`config.mk`:
```
export PLATFORM = sky130hd
export DESIGN_NAME = uart_transceiver
export DESIGN_NICKNAME = d
export VERILOG_FILES = /design/src/rtl/uart_transceiver.sv
export SDC_FILE = /design/constraint.sdc
export NUM_CORES = 1
export LEC_CHECK = 0
export ABC_AREA = 1
export CAP_MARGIN = 10
export CORE_ASPECT_RATIO = 1.4
export CORE_MARGIN = 2
export CORE_UTILIZATION = 39
export CTS_BUF_LIST = sky130_fd_sc_hd__clkbuf_8 sky130_fd_sc_hd__clkbuf_16
export CTS_CLUSTER_DIAMETER = 50
export DETAILED_ROUTE_END_ITERATION = 10
export SETUP_SLACK_MARGIN = 0.1
export SYNTH_ARGS = -nofsm -noshare
export SYNTH_HDL_FRONTEND = slang
export SYNTH_SLANG_ARGS = --single-unit
```
`constraint.sdc`:
```
create_clock -name clk -period 2.2 [get_ports clk]
set_clock_uncertainty 0.05 [all_clocks]
set_input_delay 0.33 -clock clk [delete_from_list [all_inputs] [get_ports clk]]
set_output_delay 0.33 -clock clk [all_outputs]
set_load 0.02 [all_outputs]
```
`src/rtl/uart_transceiver.sv`:
```
// Full-duplex UART: configurable width, divisor, parity and stop bits.
// Ports: clk/rst, tx_data_ready/tx_data -> tx, tx_busy, tx_data_sent;
// rx -> rx_data, rx_data_ready, rx_parity_err, rx_frame_err.
module uart_transceiver #(
  parameter int BITS         = 8,
  parameter int CLKS_PER_BIT = 16,
  parameter int PARITY       = 0,
  parameter int STOP_BITS    = 1
) (
  input  logic            clk,
  input  logic            rst,
  input  logic            tx_data_ready,
  input  logic [BITS-1:0] tx_data,
  output logic            tx,
  output logic            tx_busy,
  output logic            tx_data_sent,
  input  logic            rx,
  output logic [BITS-1:0] rx_data,
  output logic            rx_data_ready,
  output logic            rx_parity_err,
  output logic            rx_frame_err
);

  localparam int CW = $clog2(STOP_BITS*CLKS_PER_BIT+1);
  localparam int IW = $clog2(BITS+1);
  localparam logic [CW-1:0] BIT_END   = CW'(CLKS_PER_BIT-1);
  localparam logic [CW-1:0] HALF_END  = CW'(CLKS_PER_BIT/2-1);
  localparam logic [CW-1:0] STOP_LAST = CW'(STOP_BITS*CLKS_PER_BIT-1);
  localparam logic [CW-1:0] STOP_PRE  = CW'(STOP_BITS*CLKS_PER_BIT-2);
  localparam logic [IW-1:0] LAST_BIT  = IW'(BITS-1);
  localparam logic ODD     = (PARITY == 1);
  localparam logic HAS_PAR = (PARITY != 0);

  typedef enum logic [2:0] {
    S_IDLE, S_START, S_DATA, S_PAR, S_STOP
  } state_t;

  state_t          tx_st;
  logic [CW-1:0]   tx_cnt;
  logic [IW-1:0]   tx_idx;
  logic [BITS-1:0] tx_sh;
  logic            tx_par;

  always_ff @(posedge clk) begin
    if (rst) begin
      tx_st        <= S_IDLE;
      tx_cnt       <= '0;
      tx_idx       <= '0;
      tx_sh        <= '0;
      tx_par       <= 1'b0;
      tx           <= 1'b1;
      tx_busy      <= 1'b0;
      tx_data_sent <= 1'b0;
    end else begin
      tx_data_sent <= 1'b0;
      unique case (tx_st)
        S_IDLE: begin
          if (tx_data_ready) begin
            tx_st   <= S_START;
            tx_sh   <= tx_data;
            // odd parity bit is the inverse of the data XOR
            tx_par  <= ODD ^ (^tx_data);
            tx      <= 1'b0;
            tx_busy <= 1'b1;
            tx_cnt  <= '0;
          end
        end
        S_START: begin
          if (tx_cnt == BIT_END) begin
            tx_cnt <= '0;
            tx_idx <= '0;
            tx     <= tx_sh[0];
            tx_st  <= S_DATA;
          end else begin
            tx_cnt <= tx_cnt + CW'(1);
          end
        end
        S_DATA: begin
          if (tx_cnt == BIT_END) begin
            tx_cnt <= '0;
            if (tx_idx == LAST_BIT) begin
              tx    <= HAS_PAR ? tx_par : 1'b1;
              tx_st <= HAS_PAR ? S_PAR : S_STOP;
            end else begin
              tx_idx <= tx_idx + IW'(1);
              tx_sh  <= tx_sh >> 1;
              tx     <= tx_sh[1];
            end
          end else begin
            tx_cnt <= tx_cnt + CW'(1);
          end
        end
        S_PAR: begin
          if (tx_cnt == BIT_END) begin
            tx_cnt <= '0;
            tx     <= 1'b1;
            tx_st  <= S_STOP;
          end else begin
            tx_cnt <= tx_cnt + CW'(1);
          end
        end
        S_STOP: begin
          // registered pulse lands on the final stop cycle
          if (tx_cnt == STOP_PRE)
            tx_data_sent <= 1'b1;
          if (tx_cnt == STOP_LAST) begin
            tx_cnt  <= '0;
            tx_busy <= 1'b0;
            tx_st   <= S_IDLE;
          end else begin
            tx_cnt <= tx_cnt + CW'(1);
          end
        end
        default: tx_st <= S_IDLE;
      endcase
    end
  end

  logic            rx_s1;
  logic            rxs;
  state_t          rx_st;
  logic [CW-1:0]   rx_cnt;
  logic [IW-1:0]   rx_idx;
  logic [BITS-1:0] rx_sh;
  logic            rx_pbit;
  logic            wait_high;

  always_ff @(posedge clk) begin
    if (rst) begin
      rx_s1         <= 1'b1;
      rxs           <= 1'b1;
      rx_st         <= S_IDLE;
      rx_cnt        <= '0;
      rx_idx        <= '0;
      rx_sh         <= '0;
      rx_pbit       <= 1'b0;
      wait_high     <= 1'b0;
      rx_data       <= '0;
      rx_data_ready <= 1'b0;
      rx_parity_err <= 1'b0;
      rx_frame_err  <= 1'b0;
    end else begin
      rx_s1         <= rx;
      rxs           <= rx_s1;
      rx_data_ready <= 1'b0;
      unique case (rx_st)
        S_IDLE: begin
          // after a break, a line held low must not retrigger
          if (wait_high) begin
            if (rxs)
              wait_high <= 1'b0;
          end else if (!rxs) begin
            rx_st  <= S_START;
            rx_cnt <= '0;
          end
        end
        S_START: begin
          if (rx_cnt == HALF_END) begin
            rx_cnt <= '0;
            rx_idx <= '0;
            rx_st  <= rxs ? S_IDLE : S_DATA;
          end else begin
            rx_cnt <= rx_cnt + CW'(1);
          end
        end
        S_DATA: begin
          if (rx_cnt == BIT_END) begin
            rx_cnt <= '0;
            rx_sh  <= {rxs, rx_sh[BITS-1:1]};
            if (rx_idx == LAST_BIT)
              rx_st <= HAS_PAR ? S_PAR : S_STOP;
            else
              rx_idx <= rx_idx + IW'(1);
          end else begin
            rx_cnt <= rx_cnt + CW'(1);
          end
        end
        S_PAR: begin
          if (rx_cnt == BIT_END) begin
            rx_cnt  <= '0;
            rx_pbit <= rxs;
            rx_st   <= S_STOP;
          end else begin
            rx_cnt <= rx_cnt + CW'(1);
          end
        end
        S_STOP: begin
          if (rx_cnt == BIT_END) begin
            rx_cnt        <= '0;
            rx_st         <= S_IDLE;
            rx_data       <= rx_sh;
            rx_data_ready <= 1'b1;
            rx_parity_err <= HAS_PAR &
                             (rx_pbit ^ ODD ^ (^rx_sh));
            rx_frame_err  <= ~rxs;
            wait_high     <= ~rxs;
          end else begin
            rx_cnt <= rx_cnt + CW'(1);
          end
        end
        default: rx_st <= S_IDLE;
      endcase
    end
  end

endmodule

```
## Word level (Yosys, flattened, before mapping)

Cells that the tools add are included.

| storage, ports and cells | value |
|---|---|
| flip-flop bits (word level) | 56 |
| bits in latches | 0 |
| RAM bits | 0 |
| memory bits (read-only) | 0 |
| input bits | 12 |
| output and inout port bits | 14 |
| word-level logic and storage cells | 130 |
| memories kept | 0 |

| operators by class | value |
|---|---|
| add/subtract/negate cells | 4 |
| $mul | 0 |
| div/mod/pow operators | 0 |
| magnitude comparators | 0 |
| equal/unequal tests | 29 |
| shifts and indexed selects | 0 |
| multiplexer cells | 51 |
| bitwise gates (word level) | 3 |
| reductions and logical operators | 26 |

Operator list:

| kind | count |
|---|---|
| $mux W3 | 13 |
| $mux W5 | 6 |
| $ne A2 B2 Y1 const B | 15 |
| $pmux W3 S5 | 2 |
| $mux W4 | 6 |
| $mux W8 | 3 |
| $pmux W4 S2 | 2 |
| $pmux W8 S2 | 1 |
| $eq A5 B4 Y1 const B | 3 |
| $pmux W5 S3 | 1 |
| $eq A3 B2 Y1 const B | 4 |
| $mux W1 | 12 |
| $reduce_and A4 Y1 | 3 |
| $reduce_bool A2 Y1 | 6 |
| $add A5 B1 Y5 const B | 2 |
| $pmux W5 S2 | 1 |
| $add A4 B1 Y4 const B | 2 |
| $eq A4 B3 Y1 const B | 2 |
| $reduce_and A2 Y1 | 4 |
| $reduce_and A7 Y1 | 1 |
| $eq A3 B1 Y1 const B | 2 |
| $eq A3 B3 Y1 const B | 2 |
| $logic_not A3 Y1 | 2 |
| $reduce_and A3 Y1 | 2 |
| other kinds (12) | 16 |

## Longest topological paths before layout

Gate-level depths: netlist of the first run.

| depth | value |
|---|---|
| word-level depth | 4 |
| gate-level depth with buffers | 11 |
| depth with buffers taken out | 11 |

## Worst setup path before layout of the first run

OpenSTA, ideal clock, no wires.

| timing | value |
|---|---|
| kind | reg-to-reg |
| start point | register rx_cnt[0] |
| end point | register wait_high |
| setup time | 122 ps |
| data arrival time | 1235 ps |
| required time | 2028 ps |
| path slack | 793 ps |
| cell stages (with the launch flop) | 7 |
| buffers on the path | 0 |
| period minus slack after synthesis | 1407 ps |
| path through | dfxtp_1 ha_1 nand4_2 nor2_1 inv_2 o21ai_0 nor2_1 |

| between the ends | value |
|---|---|
| word-level cells in the longest chain between the ends | 3 |

RTL lines:

| item | line | RTL |
|---|---|---|
| start: declaration | 122 | `logic [CW-1:0] rx_cnt;` |
| start signal: assignment | 163 | `rx_cnt <= rx_cnt + CW'(1);` |
| start signal: assignment | 175 | `rx_cnt <= rx_cnt + CW'(1);` |
| start signal: assignment | 184 | `rx_cnt <= rx_cnt + CW'(1);` |
| $eq A5 B4 Y1 | 188 | `if (rx_cnt == BIT_END) begin` |
| $ne A2 B2 Y1 (no line) | -- |  |
| $reduce_and A2 Y1 (no line) | -- |  |
| end signal: assignment | 196 | `wait_high <= ~rxs;` |
| end: declaration | 126 | `logic wait_high;` |

Every way passes these cells.
A chain may end at the register's enable or synchronous reset.

## Final worst setup path of the first run

| timing | value |
|---|---|
| start point | register tx |
| end point | output tx |

RTL lines:

| item | line | RTL |
|---|---|---|
| start: declaration | 14 | `output logic tx,` |
| start signal: assignment | 72 | `tx <= tx_sh[0];` |
| start signal: assignment | 82 | `tx <= HAS_PAR ? tx_par : 1'b1;` |
| start signal: assignment | 87 | `tx <= tx_sh[1];` |

No word-level cell between the ends.

==> key figures, run 1 <==
Setup path
  • Critical path start-end classification: reg -> out
  • Data required, critical path: 1820 ps
  • Critical-path top delay cell: sky130_fd_sc_hd__clkdlybuf4s50_1
  • Kind of end point of the critical path: output port
  • Worst-path cell chain: clkdlybuf4s50_1
  • Top Family by Delay on Critical Path: buffers and inverters
  • Number of buffer and inverter instances along the worst setup path: 1
  • Type of element launching the critical path: flop
  • Delay contributed by the slowest stage of the critical path: 600 ps
  • Biggest fanout along the worst timing path: 2
  • WP data arrival: 1280 ps

Synthesis
  • Asr flop ratio synth: 0%
  • Synth Area in Simple Gates: 30.20%
  • Main combinational cell family by area after synthesis: simple AND/OR/NAND/NOR gates
  • Post-synth EDFFs: 0
  • Number of warning messages in the yosys log: 0
  • Flip-flop and latch count after synthesis: 56
  • Synthesized Nets: 386
  • Cell taking the most area after synthesis: sky130_fd_sc_hd__dfxtp_1
  • Gate count after technology mapping: 368
  • Most area-consuming cells after synthesis: sky130_fd_sc_hd__dfxtp_1 (43%), sky130_fd_sc_hd__nand2_1 (10%), sky130_fd_sc_hd__nor2_1 (9.9%)
  • Seq/Total Area, Yosys: 43.43%
  • Synth Area in Adders: 2.908%
  • Post-synthesis area per instance: 7.014 µm²
  • Multiplexer share of the synthesized area: 0%
  • Most frequently used flop master after synthesis: sky130_fd_sc_hd__dfxtp_1
  • Xor and xnor area share after synthesis: 1.018%
  • Area fraction of the dominant cell type after synthesis: 43.43%
  • Area of the mapped netlist: 2581 µm²
  • Synthesized-area fraction occupied by ao, oa, aoi and oai cells: 15.08%
  • Number of distinct library cells after synthesis: 31

STA
  • Endpoints failing setup: 0
  • Unrepaired setup endpoints after global routing: false
  • Post-route fraction of the period consumed by the critical path: 75.28%
  • Minimum clock period: 1656 ps
  • Slew Limit Fails: 0
  • Number of hold-slack violations in the final timing report: 0
  • Final sum of negative setup slack: 0 ps
  • Max frequency: 603.8 MHz

Worst hold path
  • Worst hold-check path type: reg -> reg

Global route
  • Maximum number of pins on one net before global-route repair: 34
  • Residual overflow from global routing: 0
  • First-pass GRT wire length: 9535 µm
  • Initial antenna violation count: 0
  • Via count of the first global-routing pass: 2198
  • Overall track demand over capacity in global routing: 16.22%

Routing
  • Post-detailed-routing wire length: 5420 µm
  • Average vias per placed instance: 5.004
  • DR iter-0 viols: 117
  • WL per Instance: 11.58 µm
  • Via Count: 2342
  • Remaining antenna violation count after routing: 0
  • Number of detailed-route iterations in the first pass: 6
  • DRC violations left: 0

Clock tree
  • Number of buffers on the longest clock path: 2
  • Worst-path clk slew: 110 ps
  • Clock root buffer master: sky130_fd_sc_hd__clkbuf_8
  • H-tree levels: 2
  • TritonCTS Buffers: 5
  • Sinks on the clock net: 56
  • Quantity of gates resized following cts: 0
  • Clock tree from TritonCTS: yes
  • Buffer count from post-CTS setup fixing: 0
  • Clock latency reported for the late side of the worst-skew pair: 320 ps
  • Number of buffers inserted for hold repair after clock tree synthesis: 0

Layout
  • Antenna diode count: 0
  • Final cell count without fillers: 468
  • Number of filler cells placed in the layout: 695
  • NumNets Final: 411
  • Layout Utilization: 46.04%
  • Layout cells sized above 1: 6.853%
  • FF+latch area: 1121 µm²
  • Growth of design area from synthesis to finish: 15.61%
  • Most common cell after layout, fill and taps aside: sky130_fd_sc_hd__nand2_1
  • Commonest cells after routing, fill and taps aside: sky130_fd_sc_hd__nand2_1 (70), sky130_fd_sc_hd__nor2_1 (68), sky130_fd_sc_hd__dfxtp_1 (56)
  • Footprint of the multi-input gates: 1274 µm²

Die
  • Horizontal die dimension: 72.76 µm
  • Die Area: 7294 µm²
  • Standard cell core area: 6481 µm²
  • Placement Rows: 35
  • Starting density of the core: 39.83%
  • I/O pin cnt: 26
  • Chip Height: 100.3 µm

Run status
  • Status: finished clean

Pwr
  • Pwr/cell area: 960.1 nW/µm²
  • Largest voltage drop on the vdd net: 0.3664 mV
  • Leak pwr: 0.001344 µW

Placed design
  • Final estimated routing congestion in global placement: 0.8371
  • Port bufs: 24
  • Sum of net half-perimeters after detailed placement: 3862 µm
  • Cells after DPL: 460

Run
  • Total of max-cap violations: 0
## state kept, by name (all words and copies together), names as in the netlist, 3 cells and up
register	cells
rx_cnt	5
tx_idx	4
rx_sh	8
rx_st	3
rx_data	8
rx_idx	4
tx_sh	8
tx_st	3
tx_cnt	5
## final timing paths
kind | from | endpoint | slack (ps) | cells after the start
hold reg to reg | rx_s1 | rxs | 370 | 1
setup / recovery | tx | tx | 540 | 1
setup reg to reg | tx_cnt[1] | tx_sh[2] | 580 | 6
hold / removal | rx_s1 | rxs | 370 | 1
## through the flow
stage,setup slack [ps],total power (µW),instance area (µm²),hold slack [ps]
2_1_floorplan,793.4,2078,2581,339.5
3_3_place_gp,537.6,2287,2889,341.1
3_5_place_dp,516.3,2292,2889,342.9
4_1_cts,514.2,2904,2984,372.9
5_1_grt,382.9,3121,2984,388.9
6_report,543.9,2865,2984,372.1
## Yosys cell counts, types with 2 or more instances
| library cell | number |
|---|---|
| sky130_fd_sc_hd__buf_2 | 2 |
| sky130_fd_sc_hd__a31oi_1 | 2 |
| sky130_fd_sc_hd__clkbuf_1 | 5 |
| sky130_fd_sc_hd__dfxtp_1 | 56 |
| sky130_fd_sc_hd__nor2_4 | 2 |
| sky130_fd_sc_hd__a21oi_1 | 31 |
| sky130_fd_sc_hd__inv_2 | 3 |
| sky130_fd_sc_hd__xor2_1 | 2 |
| sky130_fd_sc_hd__or2_2 | 2 |
| sky130_fd_sc_hd__nand3b_1 | 2 |
| sky130_fd_sc_hd__nor3_1 | 2 |
| sky130_fd_sc_hd__o21ai_1 | 4 |
| sky130_fd_sc_hd__nand2_2 | 4 |
| sky130_fd_sc_hd__nor2_1 | 68 |
| sky130_fd_sc_hd__nand4_1 | 3 |
| sky130_fd_sc_hd__nand2_1 | 70 |
| sky130_fd_sc_hd__inv_1 | 34 |
| sky130_fd_sc_hd__nor2_2 | 2 |
| sky130_fd_sc_hd__ha_1 | 6 |
| sky130_fd_sc_hd__nand3_2 | 2 |
| sky130_fd_sc_hd__o211ai_1 | 2 |
| sky130_fd_sc_hd__o21ai_0 | 36 |
| sky130_fd_sc_hd__nand3_1 | 20 |
## per-layer routing
metal  track usage (%)  part of all wire (%)  routed length (µm)  up-vias
li1                  -                     -                   -     1240
met1             20.04                    47                2532     1052
met2             27.69                    48                2611       43
met3             3.213                   3.6                 193        7
met4             5.698                   1.5                  82        0
met5                 0                     0                   0        -
## cell type report
type,instances,share of cell area (%)
Timing Repair Buffer,27,8.805
Sequential cell,56,37.57
Inverter,37,4.654
Tap cell,74,3.103
Clock inverter,3,0.8805
Multi-Input combinational cell,266,42.68
Clock buffer,5,2.306
## cell families (layout without fill, tap and decap cells)
| logic type | count (synthesis) | after routing |
|---|---|---|
| adder cells (fa/ha/maj) | 6 | 6 |
| AO/OA/AOI/OAI | 76 | 76 |
| other | 1 | 1 |
| AND/OR/NAND/NOR | 180 | 180 |
| flip-flops | 56 | 56 |
| XOR/XNOR | 3 | 3 |
| buffers and inverters | 46 | 72 |
## where the power goes
part           total (µW)  internal [µW]  switching [µW]  leakage, µW
registers            1280           1170             116     0.000455
logic                 987            327             660     0.000840
clock network         596            233             363    0.0000487
total                2860           1730            1140      0.00134
(Power assumes the default switching activity.)
==> run 2: changes to the inputs <==
==> constraint.sdc (replaced) <==
create_clock -name clk -period 1.6 [get_ports clk]
set_clock_uncertainty 0.05 [all_clocks]
set_input_delay 0.24 -clock clk [delete_from_list [all_inputs] [get_ports clk]]
set_output_delay 0.24 -clock clk [all_outputs]
set_load 0.02 [all_outputs]
==> key figures, run 2 (synthesis gave the netlist of run 1 again) <==
Run status
  • Status: finished clean

Setup path
  • Type of element launching the critical path: flop
  • Biggest fanout along the worst timing path: 8
  • Setup crit start: tx_cnt[0]
  • Data required, critical path: 1800 ps
  • Critical-path top delay cell: sky130_fd_sc_hd__dfxtp_2
  • Critical register-to-register path startpoint: tx_cnt[0]
  • Worst-path cell chain: ha_2, nand4_1, buf_6, inv_1, buf_4, a21oi_2, o21ai_1, nor2_1
  • Critical path start-end classification: reg -> reg
  • Delay contributed by the slowest stage of the critical path: 340 ps
  • Kind of end point of the critical path: flop
  • WP data arrival: 1600 ps

Routing
  • Via Count: 2348
  • WL per Instance: 10.94 µm
  • Remaining antenna violation count after routing: 0
  • DRC violations left: 0
  • Highest layer used for signal routing: met4
  • Total length of routed met2 wires: 2526 µm
  • Met3 routed WL: 137 µm
  • Length of routed wiring on met1: 2574 µm
  • Number of detailed-route iterations in the first pass: 4
  • Post-detailed-routing wire length: 5307 µm
  • DR iter-0 viols: 77
  • Average vias per placed instance: 4.841

Pwr
  • Leak pwr: 0.001476 µW
  • Relative contribution of the clock network to total power: 19.7%
  • Int Power: 2498 µW
  • Flop pwr share: 43.4%
  • Switching Fraction: 39.16%
  • Pwr/cell area: 1286 nW/µm²
  • Switching power: 1608 µW
  • Logic pwr share: 36.9%
  • Sum of internal, switching and leakage power: 4106 µW
  • Largest voltage drop on the vdd net: 0.4842 mV

Placed design
  • Cells after DPL: 475
  • Final estimated routing congestion in global placement: 0.7693
  • Sum of net half-perimeters after detailed placement: 3841 µm
  • Port bufs: 24
  • Worst slack, placed: 45.52 ps

Clock tree
  • H-tree levels: 2
  • Sinks on the clock net: 56
  • Worst-path clk slew: 110 ps
  • Number of buffers on the longest clock path: 2
  • Clock root buffer master: sky130_fd_sc_hd__clkbuf_8
  • Clock latency reported for the late side of the worst-skew pair: 320 ps
  • TritonCTS Buffers: 5
  • Clock tree from TritonCTS: yes
  • Number of buffers inserted for hold repair after clock tree synthesis: 0

Die
  • I/O pin cnt: 26
  • Placement Rows: 35
  • Starting density of the core: 39.83%
  • Standard cell core area: 6481 µm²
  • Die Area: 7294 µm²
  • Horizontal die dimension: 72.76 µm
  • Chip Height: 100.3 µm

Global route
  • Maximum number of pins on one net before global-route repair: 34
  • Overall track demand over capacity in global routing: 15.51%
  • Residual overflow from global routing: 0
  • First-pass GRT wire length: 9190 µm
  • Initial antenna violation count: 0
  • Via count of the first global-routing pass: 2126

Layout
  • Registers with the most flip-flops: rx_data x8, rx_sh x8, tx_sh x8
  • Antenna diode count: 0
  • Growth of design area from synthesis to finish: 23.70%
  • Layout cells sized above 1: 15.82%
  • NumNets Final: 428
  • Most common cell after layout, fill and taps aside: sky130_fd_sc_hd__nand2_1
  • Final cell count without fillers: 485
  • Commonest cells after routing, fill and taps aside: sky130_fd_sc_hd__nand2_1 (66), sky130_fd_sc_hd__nor2_1 (65), sky130_fd_sc_hd__dfxtp_1 (47)

STA
  • Slew Limit Fails: 0
  • Number of hold-slack violations in the final timing report: 0
  • Worst setup slack after layout: 199.0 ps
  • Post-route fraction of the period consumed by the critical path: 87.56%
  • Endpoints failing setup: 0
  • Max frequency: 713.8 MHz
  • Minimum clock period: 1401 ps
  • Final sum of negative setup slack: 0 ps
  • Unrepaired setup endpoints after global routing: true

Worst hold path
  • Worst Min Path Start: rx_s1
  • Worst hold-check path type: reg -> reg

Run
  • Total of max-cap violations: 0
-- run 2: cell count changes in the layout (fill, tap and decap cells not counted), sizes merged --
cell,previous run,this run
buf,3,20
clkdlybuf4s50,24,11
dlygate4sd2,0,13
-- run 2: final timing paths --
check | endpoint | slack (ps) | cells past startpoint
hold / removal | rxs | 370 | 1
setup / recovery | tx_idx[2] | 200 | 8
setup reg to reg | tx_idx[2] | 200 | 8
hold reg to reg | rxs | 370 | 1
-- run 2: area by class of cell --
cell class	count	area, µm²
fill	656	3288
clock buffer	5	68.82
clock inverter	3	22.52
timing repair buffer	44	406.6
multi-input combinational	266	1329
sequential	56	1135
inverter	37	138.9
tap	74	92.59
-- run 2: worst max-delay path: cells and delay by family, from the launching register on --
kind,cells,cell delay (ps)
AOI/OAI and AO/OA,2,210
buffers and inverters,3,360
and+or+nand+nor,2,200
DFF,1,340
adders and majority gates,1,180
-- run 2: power by group through the flow --
stage	Clock, µW	Sequential [µW]	Combinational, µW
after CTS	840	1750	1440
after global routing	885	1810	1750
after global placement	0	1780	1430
after detailed placement	0	1780	1440
final	807	1780	1520
after floorplan	0	1780	1080
-- run 2: per-layer routing --
metal | global-route usage [%] | vias up
li1 | - | 1271
met1 | 20.01 | 1043
met2 | 26.01 | 28
met3 | 2.811 | 6
met4 | 4.843 | 0
met5 | 0 | -
-- run 2: metrics by stage --
stage          util (%)  hold slack [ps]  area [µm²]
6_report          49.27            373.8        3193
2_1_floorplan         -            293.8        2581
5_1_grt           49.27            402.9        3193
4_1_cts           48.09            378.5        3117
3_5_place_dp      46.70            349.5        3027
3_3_place_gp      46.70            344.6        3027
-- run 2: what timing repair did --
action                                  CTS  global route
setup buffers                             0             2
resized for setup                        19            27
endpoints found under the setup margin   19            42
pin swaps                                 0             3
